**config.mk**
```make
export PLATFORM = sky130hd
export DESIGN_NAME = uart_rx_module
export DESIGN_NICKNAME = d
export VERILOG_FILES = /design/src/rtl/uart_rx_module.sv
export SDC_FILE = /design/constraint.sdc
export NUM_CORES = 1
export LEC_CHECK = 0
export CORE_ASPECT_RATIO = 1.75
export CORE_MARGIN = 1.5
export CORE_UTILIZATION = 61
export DETAILED_ROUTE_END_ITERATION = 8
export PLACE_DENSITY = 0.86
export SYNTH_ARGS = -nofsm -noshare
export SYNTH_HDL_FRONTEND = slang
export SYNTH_SLANG_ARGS = --single-unit
```
**constraint.sdc**
```tcl
create_clock -name clk -period 3.02 [get_ports clk]
set_input_delay 0.604 -clock clk [delete_from_list [all_inputs] [get_ports clk]]
set_output_delay 0.604 -clock clk [all_outputs]
set_load 0.02 [all_outputs]
```
**src/rtl/uart_rx_module.sv**
```systemverilog
// uart_rx_module: 16x-oversampled UART receiver (8N1) feeding a registered-read byte FIFO.
// Define RX_PARITY_EN to receive 8E1 frames and raise parity_err on even-parity mismatch.
module uart_rx_module #(
    parameter int CLK_FREQ   = 50_000_000,
    parameter int BAUD       = 115200,
    parameter int FIFO_DEPTH = 16
) (
    input  logic       clk,
    input  logic       rst,
    input  logic       rx,
    input  logic       rd_req,
    output logic [7:0] data,
    output logic       fifo_empty,
    output logic       fifo_full,
    output logic       frame_err,
    output logic       overrun,
    output logic       parity_err
);

    localparam int DIV     = CLK_FREQ / (BAUD * 16);
    localparam int TW      = (DIV > 1) ? $clog2(DIV) : 1;
    localparam int FIFO_AW = $clog2(FIFO_DEPTH);
    localparam int PW      = FIFO_AW + 1;
    localparam logic [TW-1:0] TICK_LAST = TW'(DIV - 1);

`ifdef RX_PARITY_EN
    typedef enum logic [2:0] {IDLE, START, DATA, PARITY, STOP, BREAK} state_t;
`else
    typedef enum logic [2:0] {IDLE, START, DATA, STOP, BREAK} state_t;
`endif

    state_t state, state_nxt;

    logic          rx_meta, rx_sync;
    logic [TW-1:0] tick_cnt;
    logic          tick;
    logic [3:0]    sample_cnt;
    logic [2:0]    bit_cnt;
    logic [7:0]    shift;
    logic          bit_sample;
    logic          mid_start;
    logic          parity_ok;

    // FSM output decodes
    logic shift_en, stop_smp, wr_en, frame_err_c, parity_err_c;
`ifdef RX_PARITY_EN
    logic par_bit, par_en;
`endif

    assign tick       = (tick_cnt == TICK_LAST);
    assign bit_sample = tick && (sample_cnt == 4'd15);
    assign mid_start  = (state == START) && tick && (sample_cnt == 4'd7);

`ifdef RX_PARITY_EN
    assign parity_ok = ~(^shift ^ par_bit);
`else
    assign parity_ok = 1'b1;
`endif

    // NOTE: every sequential block uses non-blocking assignments so all registers
    // update together on the edge; blocking here would create order-dependent races.
    always_ff @(posedge clk) begin
        if (rst) state <= IDLE;
        else     state <= state_nxt;
    end

    always_comb begin
        state_nxt = state;
        unique case (state)
            IDLE:  if (!rx_sync) state_nxt = START;
            START: if (mid_start) state_nxt = rx_sync ? IDLE : DATA;
`ifdef RX_PARITY_EN
            DATA:   if (bit_sample && bit_cnt == 3'd7) state_nxt = PARITY;
            PARITY: if (bit_sample) state_nxt = STOP;
`else
            DATA:   if (bit_sample && bit_cnt == 3'd7) state_nxt = STOP;
`endif
            STOP:  if (bit_sample) state_nxt = rx_sync ? IDLE : BREAK;
            BREAK: if (rx_sync) state_nxt = IDLE;
            default: state_nxt = IDLE;
        endcase
    end

    // NOTE: each output gets a default before the decode so no latch is inferred.
    always_comb begin
        shift_en     = 1'b0;
        stop_smp     = 1'b0;
        wr_en        = 1'b0;
        frame_err_c  = 1'b0;
        parity_err_c = 1'b0;
`ifdef RX_PARITY_EN
        par_en       = 1'b0;
`endif
        unique case (state)
            DATA: shift_en = bit_sample;
`ifdef RX_PARITY_EN
            PARITY: par_en = bit_sample;
`endif
            STOP: begin
                stop_smp     = bit_sample;
                frame_err_c  = bit_sample && !rx_sync;
                parity_err_c = bit_sample && rx_sync && !parity_ok;
                wr_en        = bit_sample && rx_sync && parity_ok;
            end
            default: ;
        endcase
    end

    // Synchronizer, oversampling counters and shift register
    always_ff @(posedge clk) begin
        if (rst) begin
            rx_meta    <= 1'b1;
            rx_sync    <= 1'b1;
            tick_cnt   <= '0;
            sample_cnt <= '0;
            bit_cnt    <= '0;
            shift      <= '0;
`ifdef RX_PARITY_EN
            par_bit    <= 1'b0;
`endif
        end else begin
            rx_meta <= rx;
            rx_sync <= rx_meta;

            if (state == IDLE || tick) tick_cnt <= '0;
            else                       tick_cnt <= TW'(tick_cnt + 1'b1);

            if (state == IDLE || mid_start) sample_cnt <= '0;
            else if (tick)                  sample_cnt <= 4'(sample_cnt + 4'd1);

            if (state == IDLE || mid_start) bit_cnt <= '0;
            else if (shift_en)              bit_cnt <= 3'(bit_cnt + 3'd1);

            if (shift_en) shift <= {rx_sync, shift[7:1]};
`ifdef RX_PARITY_EN
            if (par_en) par_bit <= rx_sync;
`endif
        end
    end

    // Byte FIFO: extra pointer MSB distinguishes full from empty
    logic [7:0]    mem [FIFO_DEPTH];
    logic [PW-1:0] wr_ptr, rd_ptr, wr_ptr_nxt, rd_ptr_nxt;
    logic          rd_ok, wr_ok, overrun_c;

    assign rd_ok      = rd_req && !fifo_empty;
    assign wr_ok      = wr_en && (!fifo_full || rd_req);
    assign overrun_c  = wr_en && fifo_full && !rd_req;
    assign wr_ptr_nxt = PW'(wr_ptr + PW'(wr_ok));
    assign rd_ptr_nxt = PW'(rd_ptr + PW'(rd_ok));

    // NOTE: the storage array is deliberately not reset; the pointers alone define
    // which entries are valid, and leaving it unreset lets it map onto RAM.
    always_ff @(posedge clk) begin
        if (wr_ok) mem[wr_ptr[FIFO_AW-1:0]] <= shift;
    end

    always_ff @(posedge clk) begin
        if (rst) begin
            wr_ptr     <= '0;
            rd_ptr     <= '0;
            data       <= '0;
            fifo_empty <= 1'b1;
            fifo_full  <= 1'b0;
            frame_err  <= 1'b0;
            overrun    <= 1'b0;
            parity_err <= 1'b0;
        end else begin
            wr_ptr     <= wr_ptr_nxt;
            rd_ptr     <= rd_ptr_nxt;
            if (rd_ok) data <= mem[rd_ptr[FIFO_AW-1:0]];
            fifo_empty <= (wr_ptr_nxt == rd_ptr_nxt);
            fifo_full  <= (wr_ptr_nxt[FIFO_AW-1:0] == rd_ptr_nxt[FIFO_AW-1:0]) &&
                          (wr_ptr_nxt[PW-1] != rd_ptr_nxt[PW-1]);
            frame_err  <= frame_err_c;
            overrun    <= overrun_c;
            parity_err <= parity_err_c;
        end
    end

    // stop_smp is kept as a named decode for readability in waveforms
    logic unused_ok;
    assign unused_ok = stop_smp;

endmodule

```
# Yosys cells after proc, flatten, opt, wreduce, memory -nomap -nowiden
# Memories as Yosys holds them, arrays and structs flattened. A register that Yosys moved wholly into a read port is not among the register bits.
# Cells that the tools add are included.
# totals
inputBits,4
word_cells,71
out_inout_bits,13
regBits,39
memories,1
ramBits,128
# memory_table
memory,depth,word_bits,rd,rd_clocked_by_memory_dff,wr,line,text
mem,16,8,1,1,1,142,logic [7:0] mem [FIFO_DEPTH];
# op_classes
muxes,12
bitwise,1
n_addsub,5
n_reduce_logical,23
eq_ne,16
# op_table
operator,count
$mux W3,6
$pmux W3 S5,1
$logic_and A1 B1 Y1,11
$add A5 B1 Y5,2
$ne A2 B2 Y1 const B,5
$eq A3 B2 Y1 const B,2
$eq A3 B3 Y1 const B,2
$reduce_or A2 Y1,3
$add A5 B1 Y5 const B,1
$eq A5 B5 Y1,1
$eq A5 B5 Y1 const B,1
$reduce_and A5 Y1,1
$add A4 B1 Y4 const B,1
$eq A4 B3 Y1 const B,1
$eq A4 B4 Y1,1
$eq A4 B4 Y1 const B,1
$logic_not A1 Y1,4
$mux W1,4
$add A3 B1 Y3 const B,1
$eq A3 B1 Y1 const B,1
$logic_not A3 Y1,1
$logic_or A1 B1 Y1,3
$mux W2,1
$ne A1 B1 Y1,1
$not A1 Y1,1

# Logic depth before layout (Yosys ltp)
# logic_depth
depth_word,8
mapped_depth,11

# Worst setup path after synthesis
# Ideal clock, no wire load.
# synth_timing
kind,flip-flop to flip-flop
startpoint,reg tick_cnt[0]
endpoint,reg fifo_full
setup_time_ps,96
path_buffers,0
path_stages_with_launch,12
arrival_ps,2293
required_time_ps,2924
synth_period_minus_slack_ps,2389
slack_ps,631
path_cell_list,dfxtp_1 > inv_1 > ha_1 > nand4b_4 > nor4_4 > and2_1 > ha_1 > ha_1 > nand3_1 > xor2_1 > xor2_1 > nor4b_1
# synth_between
elab_chain_cells,8
elab_cells_between_ends,9
# synth_lines
element,line,text
start: declaration,35,logic [TW-1:0] tick_cnt;
start signal: assignment,126,else tick_cnt <= TW'(tick_cnt + 1'b1);
$eq A5 B5 Y1 (*),50,assign tick = (tick_cnt == TICK_LAST);
$logic_and A1 B1 Y1 (*),51,assign bit_sample = tick && (sample_cnt == 4'd15);
$logic_and A1 B1 Y1 (*),103,wr_en = bit_sample && rx_sync && parity_ok;
$mux W1 (*),94,unique case (state)
$logic_and A1 B1 Y1 (*),147,assign wr_ok = wr_en && (!fifo_full || rd_req);
$add A5 B1 Y5 (*),149,assign wr_ptr_nxt = PW'(wr_ptr + PW'(wr_ok));
$eq A4 B4 Y1 or $ne A1 B1 Y1 (tied branches),"173, 174",
$logic_and A1 B1 Y1 (*),173,fifo_full <= (wr_ptr_nxt[FIFO_AW-1:0] == rd_ptr_nxt[FIFO_AW-1:0]) &&
end signal: assignment,173,
end: declaration,14,"output logic fifo_full,"
# Mark *: on every way between the ends. The rest lies on a longest branch, timed or not.
# A chain may end at the register's enable or synchronous reset.

# Worst setup path after layout
# Same ends and word-level chain as after synthesis.

==> impl_metrics.toml <==
[clock_network]
cts-root-buf = "clkbuf_16"
clockBufferDepth = 2
clk_pin_slew_ns = 0.06
hold_buffers = 0
h-tree-depth = 4
cts_tree = "built"
clk_latency_ns = 0.42
cts_resized = 0
post-cts-setup-buffers = 0
clock_sinks = 175
numCtsBuffers = 17

[grt]
grt_usage = 0.245
grt_pass1_wl_mm = 21.1
grt_antenna_before_repair = 0
grt_pass1_vias = 3890
grt_max_degree = 33
overflow = 0

[floorplan]
core_sq_um = 11000
num_rows = 51
die_h_microns = 143
start_util = 0.621
pin_count = 17
die_w_microns = 83.2
dieArea_sq_um = 11900

[timing]
finClkSkew_ns = 0.00869
setup_viol = 0
max_freq_ghz = 0.379
period_share = 0.873
slew_violations = 0
worst_pin_slew_ns = 0.899
layout_min_cycle_time_ns = 2.64
rsz0062_at_grt = "no"
finalSetupTns_ns = 0
maxSlewHeadroom = 0.396
hold_viol = 0

[worst_setup_path]
crit_chain = "inv_1, ha_1, nand4b_4, nor4_4, and2_1, ha_1, ha_1, nand3_1, xor2_1, xor2_1, nor4b_1"
crit_top_cell = "ha_1"
r2r_slack_ns = 0.38
crit_arrival_ns = 2.96
cp-start-kind = "register"
max_stage_delay_ns = 0.34
critPathKind = "reg2reg"
critPathBufInv = 1
critPathTopFamily = "simple AND/OR/NAND/NOR gates"
required_ns = 3.34
cp-end-kind = "register"
cp_slowest_cell = "dfxtp_1"
critPathMaxFanout = 8

[power]
p_leak_nw = 2.68
power_density_nw_per_um2 = 623
ir_worst_vdd_mv = 0.565

[final_layout]
nNetsFinal = 464
final_area_sq_um = 7880
layout_common_cells = "edfxtp_1 (128), dfxtp_1 (46), nor2_1 (36), mux4_2 (32), buf_4 (22)"
diodes = 0
drive_gt1_frac = 0.196
area_growth_pct = 14.9
final_core_util = 0.714
stdcell_count = 596
final_common_cell = "edfxtp_1"

[placed_design]
routabilityCongestion = 0.846
dpl.hpwl_mm = 8.63
place_area_sq_um = 7240
io_buffers = 15
post-place-cells = 564

[drt]
drc = 0
drt_wl_total_mm = 13.6
firstDrtPassIters = 5
drt_iter0_markers = 308
num_vias = 3788
postRouteAntennaNets = 0
routedWlPerCell_microns = 22.8
vias_per_cell = 6.36

[outcome]
outcome = "finished, final reports clean"

[yosys]
synth-seq-cells = 175
ys.flop_type = "edfxtp_1"
synth.distinct_cells = 40
avgSynthCellArea_sq_um = 16.5
synthTopCellsByArea = "edfxtp_1 (56%), dfxtp_1 (14%), mux4_2 (11%)"
synthArstFlopShare = 0
syn_nets = 428
synth_top_area_share = 0.560
ys_seq_area_frac = 0.697
syn_area_sq_um = 6860
yosys_warnings = 0
synth_edf_count = 128
yosysTopAreaCell = "edfxtp_1"
synthCells = 415

[hold_path]
hp-class = "reg2reg"

[job]
cap_violations = 0
logic make-up after synthesis:
family,share of synthesized area
other,0.000547
buffers and inverters,0.0204
AND/OR/NAND/NOR,0.0806
XOR/XNOR,0.0230
AO/OA/AOI/OAI,0.0419
multiplexers,0.120
adder cells (fa/ha/maj),0.0164
flip-flops,0.697
stage by stage:
stage | setup slack [ns] | hold slack [ns] | power [mW]
global route | 0.130 | 0.443 | 5.03
detailed placement | 0.169 | 0.404 | 2.62
floorplan | 0.631 | 0.389 | 2.62
finish | 0.385 | 0.423 | 4.91
CTS | 0.390 | 0.424 | 4.94
global placement | 0.258 | 0.396 | 2.62
synth_stat cells, drive strengths merged, types with 9 or more instances:
master,n
dfxtp,47
nand2,15
o21ai,9
mux4,32
nor2,36
edfxtp,128
mux2i,10
a22o,16
ha,9
buf,13
nor2b,9
a21oi,11
xor2,10
power by group:
part	total (mW)	internal, mW	switching, mW	leakage [nW]
logic	0.0245	0.00914	0.0153	0.807
registers	2.55	2.55	0.00290	1.57
clock network	2.34	1.47	0.872	0.308
total	4.91	4.02	0.890	2.68
layout make-up:
class,count,area [sq um]
flip-flops and latches,175,4790
fillers,640,3160
inverters,5,18.8
well taps,132,165
repair buffers,38,335
clock buffers,18,429
clock inverters,14,214
multi-input cells,214,1940
worst paths after layout:
kind               startpoint        end  depth (start not counted)
hold / removal        rx_meta    rx_sync                          1
setup reg to reg  tick_cnt[0]  fifo_full                         11
setup / recovery  tick_cnt[0]  fifo_full                         11
hold reg to reg       rx_meta    rx_sync                          1
per-layer routing:
metal,track usage,part of all wire,vias to the layer above
met2,0.423,0.54,167
li1,-,-,1662
met1,0.278,0.36,1922
met4,0.156,0.043,0
met3,0.0494,0.051,37
met5,0,0,-
state kept, by name (all words and copies together) (netlist names):
register and cells:
tick_cnt 5, rd_ptr 5, frame_err 1, rx_meta 1
fifo_full 1, rx_sync 1, fifo_empty 1, data 8
shift 8, state 3, overrun 1, sample_cnt 4
wr_ptr 5, bit_cnt 3, mem 128
No activity file was read; power rests on OpenSTA's default activity.
